## config.mk

```make
export PLATFORM = sky130hd
export DESIGN_NAME = net_tx_scheduler
export DESIGN_NICKNAME = d
export VERILOG_FILES = /design/src/rtl/net_tx_scheduler.sv
export SDC_FILE = /design/constraint.sdc
export NUM_CORES = 1
export LEC_CHECK = 0
export CAP_MARGIN = 20
export CORE_MARGIN = 4
export CORE_UTILIZATION = 61
export CTS_BUF_LIST = sky130_fd_sc_hd__clkbuf_2
export DETAILED_ROUTE_END_ITERATION = 10
export PLACE_DENSITY = 0.93
export SYNTH_ARGS = -nofsm -noshare
export SYNTH_HDL_FRONTEND = slang
export SYNTH_SLANG_ARGS = --single-unit
```

## constraint.sdc

```tcl
create_clock -name clk -period 3.7 [get_ports clk]
set_clock_uncertainty 0.2 [all_clocks]
set_input_delay 0.555 -clock clk [delete_from_list [all_inputs] [get_ports clk]]
set_output_delay 0.555 -clock clk [all_outputs]
set_load 0.01 [all_outputs]
```

## src/rtl/net_tx_scheduler.sv

```systemverilog
// Transmit scheduler for the 5-wire link: data packet load/start/retransmit sequencing,
// sequence-number tracking, and arbitration of the shared handshake sender.
module net_tx_scheduler #(
  parameter int   TIMEOUT_CYCLES = 150,
  parameter int   MAX_RETRIES    = 4,
  parameter logic INIT_SEQ       = 1'b0,
  localparam int  RW             = $clog2(MAX_RETRIES + 1),
  localparam int  TW             = $clog2(TIMEOUT_CYCLES + 1)
) (
  input  logic          clk,
  input  logic          rst_l,
  input  logic          game_active,
  input  logic          update_data,
  input  logic          ack_received,
  input  logic          received_seqNum_h,
  input  logic          send_ready_ACK,
  input  logic          send_game_lost,
  input  logic          send_done,
  input  logic          send_done_h,
  output logic          load_data,
  output logic          send_start,
  output logic          load_hnd,
  output logic          hnd_is_lost,
  output logic          send_start_h,
  output logic          seq_num,
  output logic [RW-1:0] retry_cnt,
  output logic          link_down
);

  typedef enum logic [1:0] {D_IDLE, D_LOAD, D_SEND, D_WAIT_ACK} d_state_t;
  typedef enum logic [1:0] {H_IDLE, H_LOAD, H_SEND} h_state_t;

  d_state_t d_state, d_state_nxt;
  h_state_t h_state, h_state_nxt;
  logic data_pend, data_pend_nxt, ack_pend, ack_pend_nxt, lost_pend, lost_pend_nxt;
  logic [TW-1:0] timer, timer_nxt;
  logic [1:0] d_blank, d_blank_nxt, h_blank, h_blank_nxt;
  logic seq_q, seq_nxt, link_q, link_nxt, lost_q, lost_nxt;
  logic [RW-1:0] retry_q, retry_nxt;
  logic ack_valid, timeout;

  always_ff @(posedge clk or negedge rst_l) begin
    if (!rst_l) begin
      d_state   <= D_IDLE;
      h_state   <= H_IDLE;
      data_pend <= 1'b0;
      ack_pend  <= 1'b0;
      lost_pend <= 1'b0;
      timer     <= '0;
      d_blank   <= '0;
      h_blank   <= '0;
      seq_q     <= INIT_SEQ;
      link_q    <= 1'b0;
      lost_q    <= 1'b0;
      retry_q   <= '0;
    end else begin
      d_state   <= d_state_nxt;
      h_state   <= h_state_nxt;
      data_pend <= data_pend_nxt;
      ack_pend  <= ack_pend_nxt;
      lost_pend <= lost_pend_nxt;
      timer     <= timer_nxt;
      d_blank   <= d_blank_nxt;
      h_blank   <= h_blank_nxt;
      seq_q     <= seq_nxt;
      link_q    <= link_nxt;
      lost_q    <= lost_nxt;
      retry_q   <= retry_nxt;
    end
  end

  always_comb begin
    d_state_nxt   = d_state;
    h_state_nxt   = h_state;
    timer_nxt     = timer;
    seq_nxt       = seq_q;
    link_nxt      = link_q;
    lost_nxt      = lost_q;
    retry_nxt     = retry_q;
    // blanking counters saturate at 2; send_done is only trusted from then on
    d_blank_nxt   = (d_blank == 2'd2) ? d_blank : d_blank + 2'd1;
    h_blank_nxt   = (h_blank == 2'd2) ? h_blank : h_blank + 2'd1;
    data_pend_nxt = data_pend | (update_data && (d_state != D_IDLE));
    ack_pend_nxt  = ack_pend | send_ready_ACK;
    lost_pend_nxt = lost_pend | send_game_lost;
    ack_valid     = ack_received && (received_seqNum_h != seq_q);
    timeout       = (timer == TW'(TIMEOUT_CYCLES - 1));

    case (d_state)
      D_IDLE: begin
        if (update_data || data_pend) begin
          d_state_nxt   = D_LOAD;
          data_pend_nxt = 1'b0;
        end
      end
      D_LOAD: begin
        d_state_nxt = D_SEND;
        d_blank_nxt = 2'd0;
      end
      D_SEND: begin
        if (d_blank == 2'd2 && send_done) begin
          d_state_nxt = D_WAIT_ACK;
          timer_nxt   = '0;
        end
      end
      D_WAIT_ACK: begin
        timer_nxt = timer + TW'(1);
        if (ack_valid) begin
          seq_nxt   = ~seq_q;
          retry_nxt = '0;
          if (data_pend) begin
            d_state_nxt   = D_LOAD;
            data_pend_nxt = update_data;
          end else begin
            d_state_nxt = D_IDLE;
          end
        end else if (timeout) begin
          if (retry_q < RW'(MAX_RETRIES)) begin
            retry_nxt   = retry_q + RW'(1);
            d_state_nxt = D_SEND;
            d_blank_nxt = 2'd0;
          end else begin
            link_nxt    = 1'b1;
            retry_nxt   = '0;
            d_state_nxt = D_IDLE;
          end
        end
      end
      default: d_state_nxt = D_IDLE;
    endcase

    // a request landing on the cycle its flag clears survives via the OR term
    case (h_state)
      H_IDLE: begin
        if (lost_pend) begin
          h_state_nxt   = H_LOAD;
          lost_nxt      = 1'b1;
          lost_pend_nxt = send_game_lost;
        end else if (ack_pend) begin
          h_state_nxt  = H_LOAD;
          lost_nxt     = 1'b0;
          ack_pend_nxt = send_ready_ACK;
        end
      end
      H_LOAD: begin
        h_state_nxt = H_SEND;
        h_blank_nxt = 2'd0;
      end
      H_SEND: begin
        if (h_blank == 2'd2 && send_done_h) h_state_nxt = H_IDLE;
      end
      default: h_state_nxt = H_IDLE;
    endcase

    if (!game_active) begin
      d_state_nxt   = D_IDLE;
      h_state_nxt   = H_IDLE;
      data_pend_nxt = 1'b0;
      ack_pend_nxt  = 1'b0;
      lost_pend_nxt = 1'b0;
      timer_nxt     = '0;
      retry_nxt     = '0;
      link_nxt      = 1'b0;
      seq_nxt       = seq_q;
      lost_nxt      = lost_q;
    end
  end

  assign load_data    = (d_state == D_LOAD) && game_active;
  assign send_start   = (d_state == D_SEND) && (d_blank == 2'd0) && game_active;
  assign load_hnd     = (h_state == H_LOAD) && game_active;
  assign send_start_h = (h_state == H_SEND) && (h_blank == 2'd0) && game_active;
  assign hnd_is_lost  = lost_q;
  assign seq_num      = seq_q;
  assign retry_cnt    = retry_q;
  assign link_down    = link_q;

endmodule

```

---- Word-level counts from Yosys, hierarchy flattened ----
Cells that the tools add are included.
operators by class
  eq/ne operators ......................... 21
  bitwise gates (word level) .............. 4
  $lt $le $gt $ge ......................... 1
  add/sub/neg operators ................... 4
  mux-type cells .......................... 47
  reductions and logical operators ........ 24
operators by type and width
  kind                   number
  $mux W2                16
  $mux W1                19
  $mux W8                2
  $pmux W8 S2            1
  $mux W3                5
  $eq A2 B2 Y1 const B   5
  $logic_and A1 B1 Y1    10
  $ne A3 B3 Y1 const B   3
  $reduce_and A3 Y1      3
  $add A8 B1 Y8 const B  1
  $eq A8 B8 Y1 const B   1
  $logic_not A2 Y1       4
  $ne A4 B4 Y1 const B   2
  $pmux W2 S4            1
  $ne A2 B1 Y1 const B   3
  $ne A3 B1 Y1 const B   2
  $pmux W2 S3            1
  $reduce_and A2 Y1      3
  $add A2 B1 Y2 const B  2
  $eq A2 B1 Y1 const B   2
  $ne A2 B2 Y1 const B   2
  $pmux W2 S2            1
  $reduce_and A4 Y1      1
  $reduce_bool A2 Y1     2
  other kinds (7)        9
word-level totals
  register bits after elaboration ......... 25
  word-level logic and storage cells ...... 113
  output and inout bits ................... 10
  bits of input ports ..................... 10

---- Longest topological paths before layout ----
Gate-level depths: netlist (run 1).
  depth in word-level cells ............... 7
  mapped depth ............................ 6
  mapped depth without buffers ............ 6

---- Least setup slack after synthesis (run 1) ----
OpenSTA, ideal clock, no wires.
  kind .................................... register to register
  start ................................... reg d_state[0]
  end ..................................... reg d_state[1]
  cell stages (with the launch flop) ...... 6
  period minus slack after synthesis ...... 1.858 ns
  setup time .............................. 0.123 ns
  required time ........................... 3.377 ns
  setup slack ............................. 1.842 ns
  buffers on the path ..................... 0
  data arrival time ....................... 1.535 ns
  path through ............................ dfrtp_1 -> inv_1 -> ha_1 -> a21boi_1 -> a2111oi_2 -> o221a_1
between the ends
  word-level cells in the longest chain between the ends .. 3
  elaborated cells on any way between the ends .. 10
  classes of those cells .................. eq/ne: 6; mux: 2; reduce/logical: 2
RTL lines
  item                                                           RTL line  source
  start, declared                                                33        d_state_t d_state, d_state_nxt;
  start signal, assigned                                         57        d_state <= d_state_nxt;
  $eq A2 B2 Y1, or another cell as far along                     89        case (d_state)
  $ne A4 B4 Y1 (no source line), or another cell as far along    --
  $reduce_and A3 Y1 (no source line) or $mux W2 (tied branches)  --
Parallel ways exist; a longest one is shown, timed or not.
A chain may end at the register's enable or synchronous reset.

---- Worst setup path after layout (run 1) ----
  start ................................... reg d_state[0]
  end ..................................... out send_start
between the ends
  word-level cells in the longest chain between the ends .. 3
RTL lines
  item                               RTL line  source
  $eq A2 B2 Y1                       170       assign send_start = (d_state == D_SEND) && (d_blank == 2'd0) && game_active;
  $logic_and A1 B1 Y1 (2 in series)  170
  end, declared                      21        output logic send_start,
Every way passes these cells.

==> results.yml, run 1 <==
status:
  status: "completed"
route:
  drc: 0
  wl_mm: 3.20
  viasPerCell: 6.12
  initialDrtViolationCount: 31
  antenna_left: 0
  wire_per_inst_um: 15.9
  vias: 1230
  drt_pass1_iterations: 4
worst_setup_path:
  required_ns: 2.94
  critical_path_arrival_ns: 2.02
  cp-end-kind: "primary output"
  critical_path_class: "flop to primary output"
  start_kind: "flop"
  r2r_cells: 5
  crit_path_max_fanout: 7
floorplanning:
  fp.dieW_um: 57.3
  fp.dieH_um: 57.3
  rows: 17
  num_io_pins: 20
  fp.dieArea_mm2: 0.00329
  coreArea_mm2: 0.00225
  initial_utilization: 0.659
place:
  gp_congestion: 0.858
  dp_cells: 196
  io_buffers: 19
  dp_hpwl_mm: 2.30
global_routing:
  grt_pass1_wl_mm: 5.40
  gr-usage-met2: 0.348
  grt_pass1_vias: 1213
  grt-busiest-layer: "met2"
  antenna_found_initial: 0
  grt_use_met1: 0.255
  globalRouteMet3Util: 0.0339
  grt_max_degree: 26
  grt-ovfl-total: 0
  grt_util_all_layers: 0.208
yosys:
  synth_xor_area_frac: 0.0295
  ys_seq_elements: 25
  synthTopCellsByCount: "dfrtp_1, inv_1, nor2_1"
  seq_area_frac_synth: 0.421
  syn-instance-count: 152
  avgSynthCellArea_um2: 9.77
  yosysWarnings: 0
  yosysUniqueCellTypes: 49
  ys.flop_type: "dfrtp_1"
  synth-edff-count: 0
  yosysTopAreaCell: "dfrtp_1"
  yosys.area_share.adder: 0.101
  synth_top_family_by_area: "simple AND/OR/NAND/NOR gates"
  synth_simple_gate_area_share: 0.201
  muxShareOfSynthArea: 0.0143
  synth_compound_area_frac: 0.182
  yosys.cell_count.top_type: "dfrtp_1"
  syn_nets: 174
  synthArstFlopShare: 1.00
  synth.top_cells.by_area: "dfrtp_1, ha_1, a21oi_1"
  synth_top_area_frac: 0.421
  syn-cell-area_mm2: 0.00149
sta:
  period_minus_slack_ns: 2.78
  setup_viol_count_final: 0
  slew_violations: 0
  worst_slew_pin_slew_ns: 0.596
  period_share: 0.750
  tns_ns: 0
  relSlewSlack: 0.602
  fmax_ghz: 0.360
  final_hold_viol_count: 0
  rsz0062_at_grt: "no"
flow_run:
  drv_cap: 0
clocking:
  cts_buffers: 3
  ctsHtreeMaxLevel: 1
  clk-insertion-delay-late_ns: 0.35
  cts_root_buffer: "clkbuf_2"
  cts_tree: "yes"
  hold_buffers: 0
  cts-resized-gates: 0
  cts_max_path_buffers: 2
  cts.sinks: 25
  post_cts_buffers: 0
  clkTransAtPathRegs_ns: 0.22
layout:
  layout.cells.non_filler: 201
  areaGrowthSynthToFinish_pct: 17.5
  final_layout_size_suffix_gt1_frac: 0.0925
  nNetsFinal: 196
  antenna_cells: 0
hold_path:
  worstHoldPathType: "input port to async pin"
power:
  cellPowerDensity_mw_per_mm2: 469
  p_leak_nw: 0.770
  ir_drop_mv: 0.526
-- power breakdown --
group | switching [mW] | internal, mW
Sequential | 0.0367 | 0.320
Combinational | 0.197 | 0.156
Clock | 0.0800 | 0.0286
-- area by class of cell --
class / instances / area (µm²)
multi-input combinational: 108 / 783
sequential: 25 / 626
fill: 163 / 509
timing repair buffer: 21 / 225
inverter: 15 / 56.3
tap: 28 / 35.0
clock buffer: 4 / 20.0
-- layer usage --
layer / wire (µm) / part of all wire
met3: 164 / 0.051
met4: 74 / 0.023
met2: 1630 / 0.51
met5: 0 / 0
met1: 1330 / 0.42
-- final timing paths --
| path | start | end | slack (ns) |
|---|---|---|---|
| max in group asynchronous | rst_l | timer[3]$_DFFE_PN0P_ | 2.66 |
| worst max register to register | d_state[0]$_DFFE_PN0P_ | d_state[1]$_DFFE_PN0P_ | 1.50 |
| worst min-delay path | rst_l | link_down$_DFFE_PN0P_ | 0.23 |
| worst max-delay path | d_state[0]$_DFFE_PN0P_ | send_start | 0.92 |
| worst min register to register | hnd_is_lost$_DFFE_PN0P_ | hnd_is_lost$_DFFE_PN0P_ | 0.32 |
| min in group clk | hnd_is_lost$_DFFE_PN0P_ | hnd_is_lost$_DFFE_PN0P_ | 0.32 |
-- sequential cells by signal, summed over array words and instances, names as in the netlist --
signal and cells:
lost_pend 1, timer 8, d_blank 2, link_down 1, data_pend 1, d_state 2, h_state 2, ack_pend 1
hnd_is_lost 1, seq_num 1, retry_cnt 3, h_blank 2
-- through the flow --
stage	instance area, µm²	power [mW]	worst slack (ns)	util	hold WS (ns)
6_report	1750	0.819	0.924	0.774	0.227
5_1_grt	1750	0.878	0.809	0.774	0.208
4_1_cts	1720	0.810	0.925	0.762	0.326
3_5_place_dp	1700	0.698	0.940	0.753	0.280
3_3_place_gp	1700	0.670	0.950	0.753	0.277
2_1_floorplan	1490	0.587	1.84	-	0.0594
-- critical path, cell delays in order (launching register included) --
cell and delay (ns):
dfrtp_1 0.45, inv_1 0.18, ha_1 0.33, and3_1 0.19, clkdlybuf4s50_1 0.53
-- logic make-up after synthesis --
kind of cell | after synthesis
compound gates | 36
xor+xnor | 5
fa+ha+maj | 12
buf+inv | 19
flops | 25
mux | 2
simple gates | 53
-- cell usage in the layout, fill, tap and decap left out, types with 2 or more instances in the layout --
cell type         n
nand4b_1          3
nor2_1           13
and2_1            3
a31oi_1           2
and3_1            3
nand3b_1          3
a21oi_1          11
o21ai_0           6
inv_1            14
nand3_1           5
xnor2_1           3
or3_1             2
ha_1             12
clkbuf_2          4
nor3_1            6
clkdlybuf4s50_1  19
xor2_1            2
nand2_1           5
nand2b_1          2
dfrtp_1          25
Note: power is estimated with default switching activity, not from simulation.
==> inputs of run 2 (changes only) <==
--- a/config.mk
+++ b/config.mk
@@ -7,10 +7,10 @@
 export LEC_CHECK = 0
 export CAP_MARGIN = 20
 export CORE_MARGIN = 4
-export CORE_UTILIZATION = 61
+export CORE_UTILIZATION = 56
 export CTS_BUF_LIST = sky130_fd_sc_hd__clkbuf_2
 export DETAILED_ROUTE_END_ITERATION = 10
-export PLACE_DENSITY = 0.93
+export PLACE_DENSITY = 0.87
 export SYNTH_ARGS = -nofsm -noshare
 export SYNTH_HDL_FRONTEND = slang
 export SYNTH_SLANG_ARGS = --single-unit
==> constraint.sdc (replaced) <==
create_clock -name clk -period 2.9 [get_ports clk]
set_clock_uncertainty 0.2 [all_clocks]
set_input_delay 0.435 -clock clk [delete_from_list [all_inputs] [get_ports clk]]
set_output_delay 0.435 -clock clk [all_outputs]
set_load 0.01 [all_outputs]
==> run 2 against run 1 <==
Via count is 0.49% higher; sequential share of layout area rose by 0.36 points; setup slack got worse by 0.67 ns; die area is 7.7% higher; utilization decreased by 8.3 points; cell count increased by 1.0%; first-iteration DRC count grew 87%; combinational power is 22% higher; register-to-register slack worse by 0.80 ns; global-route usage down 1.1 points; sequential cell count stayed put; cell area is 1.0% lower; critical endpoint unchanged.
==> results.yml, run 2 (synthesis results as in run 1) <==
global_routing:
  grt-ovfl-total: 0
  grt_util_all_layers: 0.196
  grt_pass1_wl_mm: 5.37
  grt_max_degree: 26
  grt_pass1_vias: 1202
  antenna_found_initial: 0
worst_setup_path:
  crit_path_max_fanout: 7
  critical_path_arrival_ns: 2.01
  cp-end-kind: "primary output"
  start_kind: "flop"
  cp_cell_sequence: "inv_1 > ha_1 > and3_1 > clkdlybuf4s50_1"
  rrSetupSlack_ns: 0.70
  required_ns: 2.27
  crit_slowest_cell: "clkdlybuf4s50_1"
  critical_path_class: "flop to primary output"
  cpPeakStageDelay_ns: 0.53
route:
  drt_pass1_iterations: 4
  viasPerCell: 6.09
  antenna_left: 0
  drc: 0
  met3_length_um: 172
  initialDrtViolationCount: 58
  wire_per_inst_um: 15.4
  vias: 1236
  wl_met1_mm: 1.37
  wl_mm: 3.12
  dr_wl_met2_mm: 1.51
  top_layer_used: "met4"
layout:
  final_layout_size_suffix_gt1_frac: 0.0925
  nNetsFinal: 196
  nFillCells: 198
  most-common-layout-cells: "dfrtp_1, clkdlybuf4s50_1, inv_1"
  final_common_cell: "dfrtp_1"
  areaGrowthSynthToFinish_pct: 16.3
  antenna_cells: 0
  largest_reg_flops: 8
  top_register: "timer"
  fin_area_mm2: 0.00173
  fin_util: 0.691
clocking:
  post_cts_buffers: 0
  hold_buffers: 0
  cts.sinks: 25
  cts_root_buffer: "clkbuf_2"
  cts_tree: "yes"
  clkTransAtPathRegs_ns: 0.23
  ctsHtreeMaxLevel: 1
  clk-insertion-delay-late_ns: 0.34
  cts-resized-gates: 0
  cts_max_path_buffers: 2
  cts_buffers: 3
power:
  total_power_mw: 1.02
  cellPowerDensity_mw_per_mm2: 591
  ir_drop_mv: 0.447
  p_leak_nw: 0.762
sta:
  rsz0062_at_grt: "no"
  final_hold_viol_count: 0
  worst_slew_pin_slew_ns: 0.599
  period_share: 0.912
  slew_violations: 0
  fmax_ghz: 0.378
  tns_ns: 0
  period_minus_slack_ns: 2.64
  relSlewSlack: 0.600
  worst_slack_ns: 0.256
  setup_viol_count_final: 0
place:
  gp_congestion: 0.805
  post-place-ws_ns: 0.423
  dp_hpwl_mm: 2.37
  io_buffers: 19
  placed_area_mm2: 0.00171
floorplanning:
  coreArea_mm2: 0.00250
  fp.dieH_um: 59.5
  fp.dieArea_mm2: 0.00354
  initial_utilization: 0.594
  num_io_pins: 20
  rows: 18
  fp.dieW_um: 59.5
hold_path:
  worstHoldPathType: "input port to async pin"
flow_run:
  drv_cap: 0
status:
  status: "completed"
-- run 2: cell types whose count changed in the layout (fill, tap and decap cells not counted) --
| cell | delta |
|---|---|
| buf_16 | -1 |
| buf_4 | +1 |
| clkbuf_2 | -1 |
| clkinv_2 | +1 |
-- run 2: path summary, 6_finish.rpt --
kind / startpoint / depth (start not counted) / to
min in group clk: link_down$_DFFE_PN0P_ / 2 / link_down$_DFFE_PN0P_
max: d_state[0]$_DFFE_PN0P_ / 4 / send_start
min: rst_l / 2 / d_blank[1]$_DFF_PN0_
max in group asynchronous: rst_l / 2 / data_pend$_DFF_PN0_
max reg2reg: d_state[0]$_DFFE_PN0P_ / 5 / d_state[1]$_DFFE_PN0P_
min reg2reg: link_down$_DFFE_PN0P_ / 2 / link_down$_DFFE_PN0P_
-- run 2: layout make-up --
class                           count  area, µm²  share of cell area
Sequential cell                    25        626               0.362
Clock buffer                        3       15.0             0.00869
Inverter                           15       56.3              0.0326
Clock inverter                      1       5.00             0.00290
Multi-Input combinational cell    108        783               0.453
Tap cell                           30       37.5              0.0217
Timing Repair Buffer               21        205               0.119
-- run 2: where the power goes --
| part | leakage, nW | internal (mW) | switching [mW] | total (mW) |
|---|---|---|---|---|
| combinational | 0.412 | 0.191 | 0.239 | 0.431 |
| sequential | 0.334 | 0.409 | 0.0481 | 0.457 |
| clock | 0.0164 | 0.0313 | 0.103 | 0.134 |
| total | 0.762 | 0.631 | 0.390 | 1.02 |
-- run 2: routing by layer --
layer  GRT usage  vias to the layer above
met1       0.276                      593
met5           0                        -
li1            -                      585
met3      0.0240                       11
met4      0.0791                        0
met2       0.306                       47
-- run 2: through the flow --
stage | instances | hold WS [ns]
finish | 203 | 0.213
global placement | 199 | 0.275
CTS | 203 | 0.207
global route | 203 | 0.200
detailed placement | 199 | 0.287
floorplan | 152 | -0.0606
-- run 2: critical path, delay by kind of cell (launching register included) --
| family | cells | cell delay (ns) |
|---|---|---|
| buffers and inverters | 2 | 0.72 |
| DFF | 1 | 0.46 |
| and+or+nand+nor | 1 | 0.20 |
| adders and majority gates | 1 | 0.30 |
==> inputs of run 3 (changes only) <==
--- a/config.mk
+++ b/config.mk
@@ -11,6 +11,7 @@
 export CTS_BUF_LIST = sky130_fd_sc_hd__clkbuf_2
 export DETAILED_ROUTE_END_ITERATION = 10
 export PLACE_DENSITY = 0.87
+export SETUP_SLACK_MARGIN = 0.05
 export SYNTH_ARGS = -nofsm -noshare
 export SYNTH_HDL_FRONTEND = slang
 export SYNTH_SLANG_ARGS = --single-unit
==> results of run 3 <==
Final layout, timing and power as in run 2 (identical DEF).
==> variant 1 (flow settings as in run 2) <==
Change the parameter `TIMEOUT_CYCLES` from 150 to 75.
--- a/src/rtl/net_tx_scheduler.sv
+++ b/src/rtl/net_tx_scheduler.sv
@@ -3,3 +3,3 @@
 module net_tx_scheduler #(
-  parameter int   TIMEOUT_CYCLES = 150,
+  parameter int   TIMEOUT_CYCLES = 75,
   parameter int   MAX_RETRIES    = 4,
Behaviour: same outputs for any inputs over 10 cycles, from zero or initial values and one cycle with rst_l low; that may be too few to reach the edited logic, so the function may still have changed.
==> variant 1 against run 2 <==
Hold slack improved by 0.0054 ns; first-iteration DRC count fell by 45%; routed wire length down 1.5%; area after synthesis is 5.0% lower; count of clock-buffer cells in the layout unchanged; synthesized cell count is 3.3% lower; sequential cell count decreased by 1; design area decreased by 4.7%; setup slack gained 0.10 ns; power shrank 5.0%.
==> variant 1: results (changes against run 2) <==
place:
  portBuffers: 19  # unchanged
  gp_congestion: 0.847  # +5.1%
  dp_hpwl_um: 2350  # -0.99%
  dpl_cell_area_um2: 1630  # -4.5%
  dp.cells: 192  # -3.5%
  dp_slack_ns: 0.549  # +0.127 ns
timing:
  hold_ws_ns: 0.218  # +0.00538 ns
  relSlewSlack: 0.640  # +0.0404
  fmax_ghz: 0.394  # +4.1%
yosys:
  synth.area.mux_share: 0.0151  # +0.000749
  ys_top_cells_by_count: "dfrtp_1 (24), a21oi_1 (12), ha_1 (12), inv_1 (12), nand3_1 (10)"
  seq_area_frac_synth: 0.426  # +0.00430
  ys.flop_type: "dfrtp_1"
  synth_cell_types: 42  # -14%
  ys_top_cells_by_area: "dfrtp_1 (43%), ha_1 (11%), a21oi_1 (4.3%), nand3_1 (3.5%), inv_1 (3.2%)"
  yosys.area_share.adder: 0.106  # +0.00529
  synth.net_count: 169  # -2.9%
  async_flop_share: 1.00  # unchanged
  ys_warn_count: 0  # unchanged
  synth_xor_area_frac: 0.0186  # -0.0109
  synth-compound-area-share: 0.182  # -0.000234
  syn-mean-instance-area_um2: 9.60  # -1.7%
layout:
  final-clk-cell-share: 0.00912  # -0.00247
  largest_reg_flops: 7  # -1
  drive_gt1_frac: 0.0719  # -0.0206
  multiInputGateArea_um2: 746  # -4.8%
  seq_cells: 24  # -4.0%
  bufAreaShareNonClock: 0.125  # +0.00587
  multi_input_cells: 107  # -0.93%
  multi_input_area_share: 0.453  # about the same
  inverters: 12  # -3
  sh_seq_area: 0.365  # +0.00269
  fill_cells: 174  # -12%
  final_cells: 195  # -3.9%
setup_path:
  worstPathArrival_ns: 1.91  # -0.10 ns
  worstPathMaxFanout: 6  # -1
  reg2reg_depth: 6  # +1
  cpPeakStageDelay_ns: 0.53  # about the same
  reg2reg_setup_slack_ns: 0.60  # -0.10 ns
  crit_path_start: "d_state[0]"
  timing.rr.end: "timer[5]"
pwr:
  vdd_drop_max_uv: 433  # -3.1%
  p_leak_nw: 0.737  # -3.2%
  p_int_w: 0.000609  # -3.6%
route:
  via_per_inst: 5.99  # -1.5%
  initialDrtViolationCount: 32  # -45%
  drt_first_pass_iters: 4  # unchanged
  wl_per_cell_um: 15.8  # +2.6%
grt:
  grt_pass1_wl_um: 5230  # -2.6%
  grt_pass1_vias: 1201  # -0.083%
  grt_use_total: 0.204  # +0.00772
  grt_max_degree: 25  # -3.8%
outcome:
  status: "finished clean"
clock_network:
  post_cts_resized: 0  # unchanged
floorplanning:
  rows: 17  # -1
[variant 1: changes by cell type after synthesis, moves of 3 or more]
cell | before | now
nor2_1 | 13 | 9
nor3_1 | 6 | 2
nand4b_1 | 3 | 0
nand3_1 | 5 | 10
and3_1 | 3 | 6
[variant 1: routing by layer]
metal,GRT usage,wire (um),part of all wire
met3,0.0379,145,0.047
met1,0.254,1360,0.44
met4,0.0695,25,0.0081
met2,0.353,1540,0.50
met5,0,0,0
[variant 1: power by group through the flow]
| stage | clock network [W] | registers [W] | logic (W) |
|---|---|---|---|
| floorplan | 0 | 0.000443 | 0.000273 |
| global placement | 0 | 0.000444 | 0.000370 |
| detailed placement | 0 | 0.000452 | 0.000395 |
| CTS | 0.000131 | 0.000445 | 0.000400 |
| global route | 0.000144 | 0.000454 | 0.000451 |
| finish | 0.000127 | 0.000445 | 0.000398 |
==> variant 2 (flow settings as in run 2) <==
Made on the original files. Encoding of `d_state_t`: now one-hot (4 bits for 4 states).
--- a/src/rtl/net_tx_scheduler.sv
+++ b/src/rtl/net_tx_scheduler.sv
@@ -29,3 +29,3 @@
 
-  typedef enum logic [1:0] {D_IDLE, D_LOAD, D_SEND, D_WAIT_ACK} d_state_t;
+  typedef enum logic [3:0] {D_IDLE = 4'b0001, D_LOAD = 4'b0010, D_SEND = 4'b0100, D_WAIT_ACK = 4'b1000} d_state_t;
   typedef enum logic [1:0] {H_IDLE, H_LOAD, H_SEND} h_state_t;
Check against the original RTL: same outputs for any inputs over 10 cycles, from zero or initial values and one cycle with rst_l low; not proved beyond that.
==> variant 2 against run 2 <==
Area after synthesis about the same; setup slack lost 0.013 ns; power down 4.0%; routed wire length down 3.1%; sequential share of layout area increased by 2.6 points; design area grew 1.0%; critical path depth did not move; non-clock buffer count up 1; clock power increased by 9.7%; sequential cell count is 2 higher; critical path type unchanged; critical endpoint unchanged; largest cell class unchanged.
==> variant 2: results (changes against run 2) <==
outcome:
  status: "finished clean"
yosys:
  yosys.area_share.adder: 0.0589  # -0.0422
  ys_top_cells_by_count: "dfrtp_1 (26), nand2_1 (19), o21ai_0 (13)"
  synth_cell_types: 42  # -14%
  synth_xor_area_frac: 0.0295  # about the same
  ys_warn_count: 0  # unchanged
  syn-mean-instance-area_um2: 9.78  # about the same
  async_flop_share: 1.00  # unchanged
  synth.net_count: 169  # -2.9%
  synth-compound-area-share: 0.139  # -0.0431
  synth.area.mux_share: 0.0379  # +0.0236
  seq_area_frac_synth: 0.455  # +0.0342
  ys_top_cells_by_area: "dfrtp_1 (44%), ha_1 (5.9%), nand2_1 (4.8%), o21ai_0 (4.4%), and2_1 (2.5%)"
route:
  drt_first_pass_iters: 4  # unchanged
  dr_wl_met3_um: 128  # -26%
  totalWireLength_um: 3020  # -3.1%
  wl_met1_um: 1290  # -6.1%
  via_per_inst: 5.76  # -5.4%
  wl_met2_um: 1590  # +5.2%
  initialDrtViolationCount: 75  # +29%
  top_layer: "met4"
pwr:
  p_leak_nw: 0.801  # +5.1%
  seqPwrFrac: 0.511  # +0.064
  seq-power_w: 0.000501  # +9.6%
  clock_power_w: 0.000147  # +9.7%
  switchingPower_w: 0.000333  # -15%
  vdd_drop_max_uv: 428  # -4.2%
place:
  portBuffers: 19  # unchanged
  dp.cells: 201  # +1.0%
  dpl_cell_area_um2: 1720  # +0.88%
  gp_congestion: 0.826  # +2.6%
  dp_slack_ns: 0.385  # -0.0377 ns
  dp_hpwl_um: 2290  # -3.5%
worst_hold_path:
  hold_class: "input port to asynchronous set/reset pin"
grt:
  gr-usage-met3: 0.0392  # +0.0153
  grt_max_degree: 28  # +7.7%
  grtUsageMet2: 0.331  # +0.0250
  grt_use_total: 0.188  # -0.00811
  grt_pass1_wl_um: 5020  # -6.4%
  use_met1: 0.231  # -0.0458
  grt_pass1_vias: 1185  # -1.4%
layout:
  final_nets: 193  # -1.5%
  regMostFlops: "timer"
  largest_reg_flops: 8  # unchanged
  fill_cells: 188  # -5.1%
  drive_gt1_frac: 0.109  # +0.0161
  final_cells: 205  # +0.99%
  multiInputGateArea_um2: 768  # -1.9%
setup_path:
  worstPathMaxFanout: 5  # -2
  cpPeakStageDelay_ns: 0.53  # about the same
  slowest_stage: "clkdlybuf4s50_1"
  worstPathArrival_ns: 2.02
clock_network:
  ctsLongestPathBuffers: 2  # unchanged
  numCtsBuffers: 3  # unchanged
  clk_pin_slew_ns: 0.25  # +0.02 ns
  clk_latency_ns: 0.36  # +0.02 ns
timing:
  relSlewSlack: 0.737  # +0.138
## variant 2: worst max-delay path, delay by kind of cell (launching register included)
kind	cells	cell delay, ns
buffers and inverters	1	0.53
and+or+nand+nor	3	0.64
DFF	1	0.49
## variant 2: worst paths after layout
kind,cells past startpoint,startpoint,slack (ns),end
worst max register to register,7,timer[1],0.84,retry_cnt[0]
min in group clk,1,hnd_is_lost,0.35,hnd_is_lost
max in group asynchronous,2,rst_l,2.00,d_state[0]
worst min-delay path,2,rst_l,0.20,h_state[1]
worst max-delay path,4,d_state[1],0.24,send_start
worst min register to register,1,hnd_is_lost,0.35,hnd_is_lost
## variant 2: layout make-up
cell class                      count  area share
Inverter                            8      0.0172
Timing Repair Buffer               22       0.122
Multi-Input combinational cell    114       0.440
Clock buffer                        4      0.0115
Tap cell                           30      0.0215
Sequential cell                    27       0.388
